## src/rtl/uart_tx_param.sv

```systemverilog
// UART transmitter with a TX FIFO, programmable baud divider and stop bits.
// Parity support is compiled in only when UART_TX_PARITY_EN is defined.
module uart_tx_param #(
    parameter int CLK_FREQ   = 100_000_000,
    parameter int DATA_BITS  = 8,
    parameter int FIFO_DEPTH = 16
) (
    input  logic                          clk,
    input  logic                          rst_n,
    input  logic [15:0]                   baud_div,
    input  logic [1:0]                    parity_mode,
    input  logic                          stop_bits,
    input  logic                          tx_enable,
    input  logic [DATA_BITS-1:0]          wr_data,
    input  logic                          wr_valid,
    output logic                          wr_ready,
    output logic                          tx,
    output logic                          busy,
    output logic [$clog2(FIFO_DEPTH):0]   fifo_count
);

    localparam int AW = $clog2(FIFO_DEPTH);
    localparam int CW = AW + 1;
    localparam int BW = $clog2(DATA_BITS);

    typedef enum logic [2:0] {
        IDLE,
        START,
        DATA,
`ifdef UART_TX_PARITY_EN
        PARITY,
`endif
        STOP
    } state_t;

    logic [DATA_BITS-1:0] mem [FIFO_DEPTH];
    logic [AW-1:0]        wptr_q, wptr_d;
    logic [AW-1:0]        rptr_q, rptr_d;
    logic [CW-1:0]        count_q, count_d;

    state_t               state_q, state_d;
    logic [15:0]          cnt_q, cnt_d;
    logic [15:0]          div_q, div_d;
    logic [BW-1:0]        bit_q, bit_d;
    logic [DATA_BITS-1:0] shr_q, shr_d;
    logic                 stop2_q, stop2_d;
    logic                 tx_q, tx_d;
`ifdef UART_TX_PARITY_EN
    logic                 par_q, par_d;
    logic                 par_en_q, par_en_d;
`endif

    logic                 push;
    logic                 pop;
    logic                 can_start;
    logic [15:0]          div_eff;
    logic [DATA_BITS-1:0] rd_data;
    logic                 unused_ok;

    assign wr_ready   = (count_q != CW'(FIFO_DEPTH));
    assign push       = wr_valid && wr_ready && rst_n;
    assign can_start  = tx_enable && (count_q != '0);
    assign div_eff    = (baud_div < 16'd2) ? 16'd2 : baud_div;
    assign rd_data    = mem[rptr_q];
    assign tx         = tx_q;
    assign busy       = (state_q != IDLE);
    assign fifo_count = count_q;
    assign unused_ok  = ^{parity_mode, (CLK_FREQ > 0)};

    always_comb begin
        state_d = state_q;
        cnt_d   = cnt_q;
        div_d   = div_q;
        bit_d   = bit_q;
        shr_d   = shr_q;
        stop2_d = stop2_q;
        tx_d    = tx_q;
`ifdef UART_TX_PARITY_EN
        par_d    = par_q;
        par_en_d = par_en_q;
`endif
        pop     = 1'b0;

        unique case (state_q)
            IDLE: begin
                if (can_start) pop = 1'b1;
            end
            START: begin
                if (cnt_q == '0) begin
                    state_d = DATA;
                    cnt_d   = div_q - 16'd1;
                    bit_d   = '0;
                    tx_d    = shr_q[0];
                end else begin
                    cnt_d = cnt_q - 16'd1;
                end
            end
            DATA: begin
                if (cnt_q == '0) begin
                    cnt_d = div_q - 16'd1;
                    if (bit_q == BW'(DATA_BITS - 1)) begin
`ifdef UART_TX_PARITY_EN
                        if (par_en_q) begin
                            state_d = PARITY;
                            tx_d    = par_q;
                        end else begin
                            state_d = STOP;
                            tx_d    = 1'b1;
                        end
`else
                        state_d = STOP;
                        tx_d    = 1'b1;
`endif
                    end else begin
                        bit_d = bit_q + BW'(1);
                        shr_d = shr_q >> 1;
                        tx_d  = shr_q[1];
                    end
                end else begin
                    cnt_d = cnt_q - 16'd1;
                end
            end
`ifdef UART_TX_PARITY_EN
            PARITY: begin
                if (cnt_q == '0) begin
                    state_d = STOP;
                    cnt_d   = div_q - 16'd1;
                    tx_d    = 1'b1;
                end else begin
                    cnt_d = cnt_q - 16'd1;
                end
            end
`endif
            STOP: begin
                if (cnt_q == '0) begin
                    if (stop2_q) begin
                        stop2_d = 1'b0;
                        cnt_d   = div_q - 16'd1;
                    end else if (can_start) begin
                        pop = 1'b1;
                    end else begin
                        state_d = IDLE;
                    end
                end else begin
                    cnt_d = cnt_q - 16'd1;
                end
            end
            default: begin
                state_d = IDLE;
                tx_d    = 1'b1;
            end
        endcase

        // Frame settings are captured with the data so mid-frame input changes are ignored
        if (pop) begin
            state_d = START;
            tx_d    = 1'b0;
            div_d   = div_eff;
            cnt_d   = div_eff - 16'd1;
            shr_d   = rd_data;
            stop2_d = stop_bits;
`ifdef UART_TX_PARITY_EN
            par_en_d = (parity_mode == 2'd1) || (parity_mode == 2'd2);
            par_d    = (parity_mode == 2'd1) ? ~(^rd_data) : ^rd_data;
`endif
        end
    end

    always_comb begin
        wptr_d  = wptr_q;
        rptr_d  = rptr_q;
        count_d = count_q;
        if (push) wptr_d = wptr_q + AW'(1);
        if (pop)  rptr_d = rptr_q + AW'(1);
        unique case ({push, pop})
            2'b10:   count_d = count_q + CW'(1);
            2'b01:   count_d = count_q - CW'(1);
            default: count_d = count_q;
        endcase
    end

    always_ff @(posedge clk) begin
        if (push) mem[wptr_q] <= wr_data;
    end

    always_ff @(posedge clk) begin
        if (!rst_n) begin
            state_q  <= IDLE;
            cnt_q    <= '0;
            div_q    <= '0;
            bit_q    <= '0;
            shr_q    <= '0;
            stop2_q  <= 1'b0;
            tx_q     <= 1'b1;
            wptr_q   <= '0;
            rptr_q   <= '0;
            count_q  <= '0;
`ifdef UART_TX_PARITY_EN
            par_q    <= 1'b0;
            par_en_q <= 1'b0;
`endif
        end else begin
            state_q  <= state_d;
            cnt_q    <= cnt_d;
            div_q    <= div_d;
            bit_q    <= bit_d;
            shr_q    <= shr_d;
            stop2_q  <= stop2_d;
            tx_q     <= tx_d;
            wptr_q   <= wptr_d;
            rptr_q   <= rptr_d;
            count_q  <= count_d;
`ifdef UART_TX_PARITY_EN
            par_q    <= par_d;
            par_en_q <= par_en_d;
`endif
        end
    end

endmodule

```

## config.mk

```make
export PLATFORM = sky130hd
export DESIGN_NAME = uart_tx_param
export DESIGN_NICKNAME = d
export VERILOG_FILES = /design/src/rtl/uart_tx_param.sv
export SDC_FILE = /design/constraint.sdc
export NUM_CORES = 1
export LEC_CHECK = 0
export ABC_AREA = 1
export CORE_MARGIN = 2
export CORE_UTILIZATION = 55
export DETAILED_ROUTE_END_ITERATION = 6
export DONT_BUFFER_PORTS = 1
export PLACE_DENSITY = 0.8
export SYNTH_ARGS = -nofsm -noshare
export SYNTH_HDL_FRONTEND = slang
export SYNTH_SLANG_ARGS = --single-unit
```

## constraint.sdc

```tcl
create_clock -name clk -period 6.25 [get_ports clk]
set_input_delay 1.25 -clock clk [delete_from_list [all_inputs] [get_ports clk]]
set_output_delay 1.25 -clock clk [all_outputs]
set_load 0.1 [all_outputs]
```

==> impl_metrics.yaml, run 1 <==
placed_design:
  port-buffer-count: 0
  dpl_worst_slack_ns: 1.91
  detailed_place_hpwl_um: 11500
  gp_routability_congestion: 0.838
synthesis:
  ys_ff_latch: 192
  synth_area_mm2: 0.00860
  dominantRegCellSynth: "sky130_fd_sc_hd__edfxtp_1"
  muxShareOfSynthArea_pct: 0
  dominant_combinational_cell_family_by_area_after_synthesis: "simple AND/OR/NAND/NOR gates"
  yosysWarnings: 0
  synth_top_area_cells: "sky130_fd_sc_hd__edfxtp_1, sky130_fd_sc_hd__dfxtp_1, sky130_fd_sc_hd__nand2_1"
  yosysTopAreaCellShare_pct: 44.7
  postSynthAreaPerCell_um2: 9.63
  yosys.area_share.simple_pct: 16.8
  synthCells: 893
  synth_compound_gate_area_share_pct: 14.9
  yosysTopAreaCell: "sky130_fd_sc_hd__edfxtp_1"
  synth_xor_xnor_area_share_pct: 0.306
  synth-edff-count: 128
  async_flop_share_pct: 0
  yosys.cell_types.count: 40
  synth-seq-area-share_pct: 59.6
  post_synth_fa_ha_maj_area_fraction_pct: 2.56
  syn-num-nets: 941
critical_path:
  worst-path-max-fanout: 35
  endpoint_kind: "flop"
  timing.setup.critical_path_class: "reg2reg"
  timing.reg2reg.worst_path_depth: 15
  reg2reg_to: "fifo_count[4]"
  worst_ep_arrival_time_ns: 4.71
  r2r_start: "fifo_count[0]"
  rrSetupSlack_ns: 1.85
  required_time_at_the_worst_slack_endpoint_ns: 6.57
  cp-start-kind: "flop"
clocking:
  clock_tree_from_tritoncts: "yes"
  htree_num_levels: 4
  hold_buffers: 0
  clk_path_buf_depth: 2
  cts_buffers: 17
  cts_sinks: 192
  post-cts-setup-buffer-count: 0
  cts_repair_resize_count: 0
  clock_latency_ns: 0.43
  clk_pin_slew_ns: 0.07
  root_buffer: "sky130_fd_sc_hd__clkbuf_16"
final_layout:
  syn2layout_area_growth_pct: 7.83
  final_layout_size_suffix_gt1_share_pct: 7.87
  design.final.nets: 925
  diodes: 0
min_path:
  min-delay-path-class: "reg2reg"
  critical_hold_path_startpoint: "bit_q[2]"
  holdPathEnd: "bit_q[2]"
  worst_hold_path.num_cells: 2
timing:
  fmax_mhz: 227
  fin_skew_ns: 0.00876
  timing.hold.ws_ns: 0.465
  number_of_hold_violations_in_the_final_report: 0
  finalWorstPathRequiredPeriod_ns: 4.40
  period_utilisation_layout_pct: 70.3
  grt_setup_unrepaired: "no"
  setup_violations: 0
  setup_tns_ns: 0
  slew_viol_final: 0
  setup_slack_ns: 1.85
  slew_headroom_pct: 26.8
  worst_slew_pin_slew_ns: 1.10
grt:
  largest_net_degree_at_the_start_of_global_routing: 66
  gr-usage-all-layers_pct: 23.0
  grt_pass1_vias: 5873
  globalRoute.totalOverflow: 0
  antenna_found_initial: 0
  grt_first_pass_wirelength_um: 29200
die:
  die_height_um: 129
  initial_core_util_pct: 56.4
  die_w_um: 129
  design.die.area_mm2: 0.0167
  boundaryPins: 39
  design.core.area_mm2: 0.0153
  site_rows: 45
route:
  vias: 6267
  route.detailed.vias_per_inst: 5.70
  drt_first_pass_iters: 7
  ant_nets: 0
  route.detailed.wl_per_inst_um: 16.7
  drt_iter0_drc: 477
  drc: 0
  totalWireLength_um: 18400
power_and_ir_drop:
  p_per_area_mw_per_mm2: 474
  p_leak_nw: 3.47
  vdd.ir_drop.worst_mv: 0.394
run_status:
  status: "finished clean"
run:
  number_of_maximum_capacitance_violations: 0
==> per-layer routing <==
layer  wire, um  vias up  global-route usage [%]
met3       1260       28                    5.33
li1           -     3061                       -
met2       8670      222                    37.1
met1       8150     2956                    30.8
met4        340        0                    8.38
met5          0        -                       0
==> cells in the final DEF, fill, tap and decap left out, drive strengths merged <==
master / instances
clkinv: 4
edfxtp: 128
or2: 1
a221oi: 1
nor2: 139
clkbuf: 17
a21o: 4
o311ai: 2
o221ai: 20
xor2: 2
buf: 7
ha: 16
xnor2: 1
dfxtp: 64
nand4: 7
nand2: 142
nand3: 48
a211oi: 3
clkinvlp: 2
a32o: 1
o211ai: 9
inv: 91
o21ai: 98
o22ai: 19
a21oi: 41
fa: 1
a31oi: 8
nor3: 2
o21bai: 10
a22oi: 1
==> worst max path at each step <==
stage,to,from
2_1_floorplan,fifo_count[4],fifo_count[4]
3_3_place_gp,fifo_count[4],fifo_count[0]
3_5_place_dp,fifo_count[4],fifo_count[0]
4_1_cts,fifo_count[4],fifo_count[0]
5_1_grt,fifo_count[4],fifo_count[0]
6_report,fifo_count[4],fifo_count[0]
==> worst max-delay path, stage by stage, from the launching register on <==
cell and delay (ns):
sky130_fd_sc_hd__dfxtp_1 1.03, sky130_fd_sc_hd__nor2_1 0.16, sky130_fd_sc_hd__nand3_1 0.14, sky130_fd_sc_hd__o21ai_2 0.11
sky130_fd_sc_hd__nor2_2 0.56, sky130_fd_sc_hd__nand2_4 0.37, sky130_fd_sc_hd__inv_2 0.41, sky130_fd_sc_hd__ha_1 0.37
sky130_fd_sc_hd__ha_1 0.32, sky130_fd_sc_hd__a21o_1 0.17, sky130_fd_sc_hd__a21oi_1 0.11, sky130_fd_sc_hd__inv_1 0.06
sky130_fd_sc_hd__a21oi_1 0.10, sky130_fd_sc_hd__o21ai_0 0.11, sky130_fd_sc_hd__o21ai_0 0.16, sky130_fd_sc_hd__a21oi_1 0.05
==> synth_stat cells (2+ instances only) <==
cell type / count
sky130_fd_sc_hd__a211oi_1: 3
sky130_fd_sc_hd__a21o_1: 4
sky130_fd_sc_hd__a21oi_1: 41
sky130_fd_sc_hd__a31oi_1: 8
sky130_fd_sc_hd__buf_1: 3
sky130_fd_sc_hd__buf_2: 6
sky130_fd_sc_hd__buf_4: 2
sky130_fd_sc_hd__buf_6: 2
sky130_fd_sc_hd__clkbuf_1: 29
sky130_fd_sc_hd__dfxtp_1: 64
sky130_fd_sc_hd__edfxtp_1: 128
sky130_fd_sc_hd__ha_1: 16
sky130_fd_sc_hd__inv_1: 78
sky130_fd_sc_hd__inv_2: 4
sky130_fd_sc_hd__nand2_1: 132
sky130_fd_sc_hd__nand2_2: 8
sky130_fd_sc_hd__nand2_4: 2
sky130_fd_sc_hd__nand3_1: 48
sky130_fd_sc_hd__nand4_1: 6
sky130_fd_sc_hd__nor2_1: 125
sky130_fd_sc_hd__nor2_2: 11
sky130_fd_sc_hd__nor2_4: 3
sky130_fd_sc_hd__nor3_1: 2
sky130_fd_sc_hd__o211ai_1: 9
sky130_fd_sc_hd__o21ai_0: 96
sky130_fd_sc_hd__o21bai_1: 10
sky130_fd_sc_hd__o221ai_1: 20
sky130_fd_sc_hd__o22ai_1: 19
sky130_fd_sc_hd__o311ai_0: 2
sky130_fd_sc_hd__xor2_1: 2
==> through the flow <==
step | utilization [%] | total power [W] | std cells | area (um^2)
3_3_place_gp | 57.2 | 0.00333 | 1069 | 8730
6_report | 60.8 | 0.00439 | 1100 | 9270
4_1_cts | 60.8 | 0.00438 | 1100 | 9270
2_1_floorplan | - | 0.00305 | 893 | 8600
3_5_place_dp | 57.2 | 0.00338 | 1069 | 8730
5_1_grt | 60.8 | 0.00468 | 1100 | 9270
==> state kept, by name, indices dropped and copies added (netlist names), named ones only <==
| signal | cells |
|---|---|
| shr_q | 8 |
| fifo_count | 5 |
| wptr_q | 4 |
| rptr_q | 4 |
| state_q | 2 |
| stop2_q | 1 |
| cnt_q | 16 |
| bit_q | 3 |
| div_q | 16 |
| tx | 1 |
| mem | 128 |
==> kinds of logic (layout without fill, tap and decap cells) <==
kind of cell,Yosys count,count (layout)
buf+inv,125,121
compound gates,217,217
simple gates,339,339
flops,192,192
fa+ha+maj,17,17
xor+xnor,3,3
==> final cells by class <==
class | count | area (um^2)
clock inverters | 14 | 118
well taps | 211 | 264
repair buffers | 7 | 52.6
inverters | 83 | 312
flip-flops and latches | 192 | 5130
clock buffers | 17 | 425
fillers | 1214 | 5990
multi-input cells | 576 | 2980
==> where the power goes <==
| part | internal [W] | switching [W] |
|---|---|---|
| registers | 0.00149 | 0.000147 |
| logic | 0.000527 | 0.00122 |
| clock network | 0.000520 | 0.000488 |
| total | 0.00253 | 0.00186 |
No activity file was read; power rests on OpenSTA's default activity.
==> run 2, diff against run 1 <==
--- a/config.mk
+++ b/config.mk
@@ -10,7 +10,7 @@
 export CORE_UTILIZATION = 55
 export DETAILED_ROUTE_END_ITERATION = 6
 export DONT_BUFFER_PORTS = 1
-export PLACE_DENSITY = 0.8
+export PLACE_DENSITY = 0.83
 export SYNTH_ARGS = -nofsm -noshare
 export SYNTH_HDL_FRONTEND = slang
 export SYNTH_SLANG_ARGS = --single-unit
==> constraint.sdc (replaced) <==
create_clock -name clk -period 3.9 [get_ports clk]
set_input_delay 0.78 -clock clk [delete_from_list [all_inputs] [get_ports clk]]
set_output_delay 0.78 -clock clk [all_outputs]
set_load 0.1 [all_outputs]
==> run 2 against run 1 <==
Effect of this change:
- combinational power up 64%
- worst setup slack lost 1.1 ns
- routed wire length increased by 0.59%
- critical path type unchanged
- die area is the same
==> impl_metrics.yaml, run 2 (synthesis gave the netlist of run 1 again) <==
run_status:
  status: "finished clean"
timing:
  fin_skew_ns: 0.0120
  worst_slew_pin_slew_ns: 0.992
  number_of_hold_violations_in_the_final_report: 0
  setup_tns_ns: 0
  slew_viol_final: 0
  setup_slack_ns: 0.769
  setup_violations: 0
  finalWorstPathRequiredPeriod_ns: 3.13
  slew_headroom_pct: 33.8
  period_utilisation_layout_pct: 80.3
  grt_setup_unrepaired: "no"
  fmax_mhz: 319
clocking:
  clock_latency_ns: 0.45
  htree_num_levels: 4
  cts_sinks: 192
  cts_repair_resize_count: 0
  root_buffer: "sky130_fd_sc_hd__clkbuf_16"
  post-cts-setup-buffer-count: 0
  cts_buffers: 17
  hold_buffers: 0
  clk_pin_slew_ns: 0.08
  clock_tree_from_tritoncts: "yes"
  clk_path_buf_depth: 2
final_layout:
  top_register: "mem"
  mostFrequentLayoutCells: "sky130_fd_sc_hd__nand2_1, sky130_fd_sc_hd__edfxtp_1, sky130_fd_sc_hd__nor2_1"
  design.final.nets: 931
  diodes: 0
  mostFrequentLayoutCell: "sky130_fd_sc_hd__nand2_1"
  finalNonFillerCells: 1106
  syn2layout_area_growth_pct: 8.45
  final_layout_size_suffix_gt1_share_pct: 8.94
  reg.largest.list: "mem (128), cnt_q (16), div_q (16)"
  largest_reg_flops: 128
  post-route-cell-area_mm2: 0.00933
  n_fill_cell: 1188
route:
  route.detailed.wl_per_inst_um: 16.8
  totalWireLength_um: 18500
  ant_nets: 0
  vias: 6431
  route.detailed.vias_per_inst: 5.81
  drc: 0
  drt_iter0_drc: 620
  dr.max_layer_used: "met4"
  routed-wl-met2_um: 9010
  met1Wirelength_um: 7800
  routed-wl-met3_um: 1350
  drt_first_pass_iters: 5
placed_design:
  port-buffer-count: 0
  postPlaceCellArea_mm2: 0.00878
  gp_routability_congestion: 0.889
  dpl_worst_slack_ns: 0.778
  detailed_place_hpwl_um: 12000
  placed_cells_incl_taps: 1075
critical_path:
  rrSetupSlack_ns: 0.77
  worst_ep_arrival_time_ns: 3.46
  cp-start-kind: "flop"
  required_time_at_the_worst_slack_endpoint_ns: 4.22
  endpoint_kind: "flop"
  worst-path-max-fanout: 6
  timing.setup.critical_path_class: "reg2reg"
power_and_ir_drop:
  p_leak_nw: 3.51
  p_per_area_mw_per_mm2: 763
  vdd.ir_drop.worst_mv: 0.570
grt:
  largest_net_degree_at_the_start_of_global_routing: 65
  antenna_found_initial: 0
  grt_pass1_vias: 6117
  gr-usage-all-layers_pct: 23.5
  grt_first_pass_wirelength_um: 29800
  globalRoute.totalOverflow: 0
run:
  number_of_maximum_capacitance_violations: 0
die:
  design.core.area_mm2: 0.0153
  die_height_um: 129
  site_rows: 45
  design.die.area_mm2: 0.0167
  initial_core_util_pct: 56.4
  boundaryPins: 39
  die_w_um: 129
min_path:
  min-delay-path-class: "in2reg"
[run 2: layout make-up]
| type | count | area [um^2] | area share [%] |
|---|---|---|---|
| well taps | 211 | 264 | 2.83 |
| flip-flops and latches | 192 | 5130 | 55.0 |
| inverters | 83 | 312 | 3.34 |
| clock buffers | 17 | 425 | 4.56 |
| multi-input cells | 576 | 2980 | 31.9 |
| clock inverters | 14 | 120 | 1.29 |
| repair buffers | 13 | 97.6 | 1.05 |
[run 2: layer usage]
metal	GRT usage, %	vias to the layer above
li1	-	3074
met1	31.5	3043
met2	36.9	278
met3	5.62	36
met4	10.1	0
met5	0	-
[run 2: critical path: stages, from the launching register on]
cell and delay, ns:
sky130_fd_sc_hd__dfxtp_2 0.70, sky130_fd_sc_hd__nor2_1 0.13, sky130_fd_sc_hd__nand4_1 0.15, sky130_fd_sc_hd__nand2_1 0.09, sky130_fd_sc_hd__nor2_1 0.27, sky130_fd_sc_hd__inv_1 0.12
sky130_fd_sc_hd__ha_1 0.31, sky130_fd_sc_hd__fa_1 0.42, sky130_fd_sc_hd__a21o_1 0.19, sky130_fd_sc_hd__a21oi_1 0.11, sky130_fd_sc_hd__inv_1 0.06, sky130_fd_sc_hd__a21oi_1 0.11
sky130_fd_sc_hd__o21ai_0 0.11, sky130_fd_sc_hd__o21ai_0 0.17, sky130_fd_sc_hd__a21oi_1 0.05
[run 2: worst paths after layout]
check,to,start,cells past startpoint
setup reg to reg,fifo_count[4],fifo_count[0],14
hold / removal,mem[2][5],wr_data[5],0
hold reg to reg,div_q[11],div_q[11],2
setup / recovery,fifo_count[4],fifo_count[0],14
[run 2: metrics by stage]
stage	total power, W	util, %	hold WS [ns]
2_1_floorplan	0.00490	-	0.435
3_3_place_gp	0.00538	57.5	0.444
3_5_place_dp	0.00548	57.5	0.457
4_1_cts	0.00710	61.1	0.413
5_1_grt	0.00758	61.1	0.410
6_report	0.00712	61.1	0.423
[run 2: where the power goes]
part | internal (W) | switching, W | total, W
sequential | 0.00239 | 0.000241 | 0.00263
clock | 0.000832 | 0.000791 | 0.00162
combinational | 0.000880 | 0.00199 | 0.00287
total | 0.00410 | 0.00302 | 0.00712
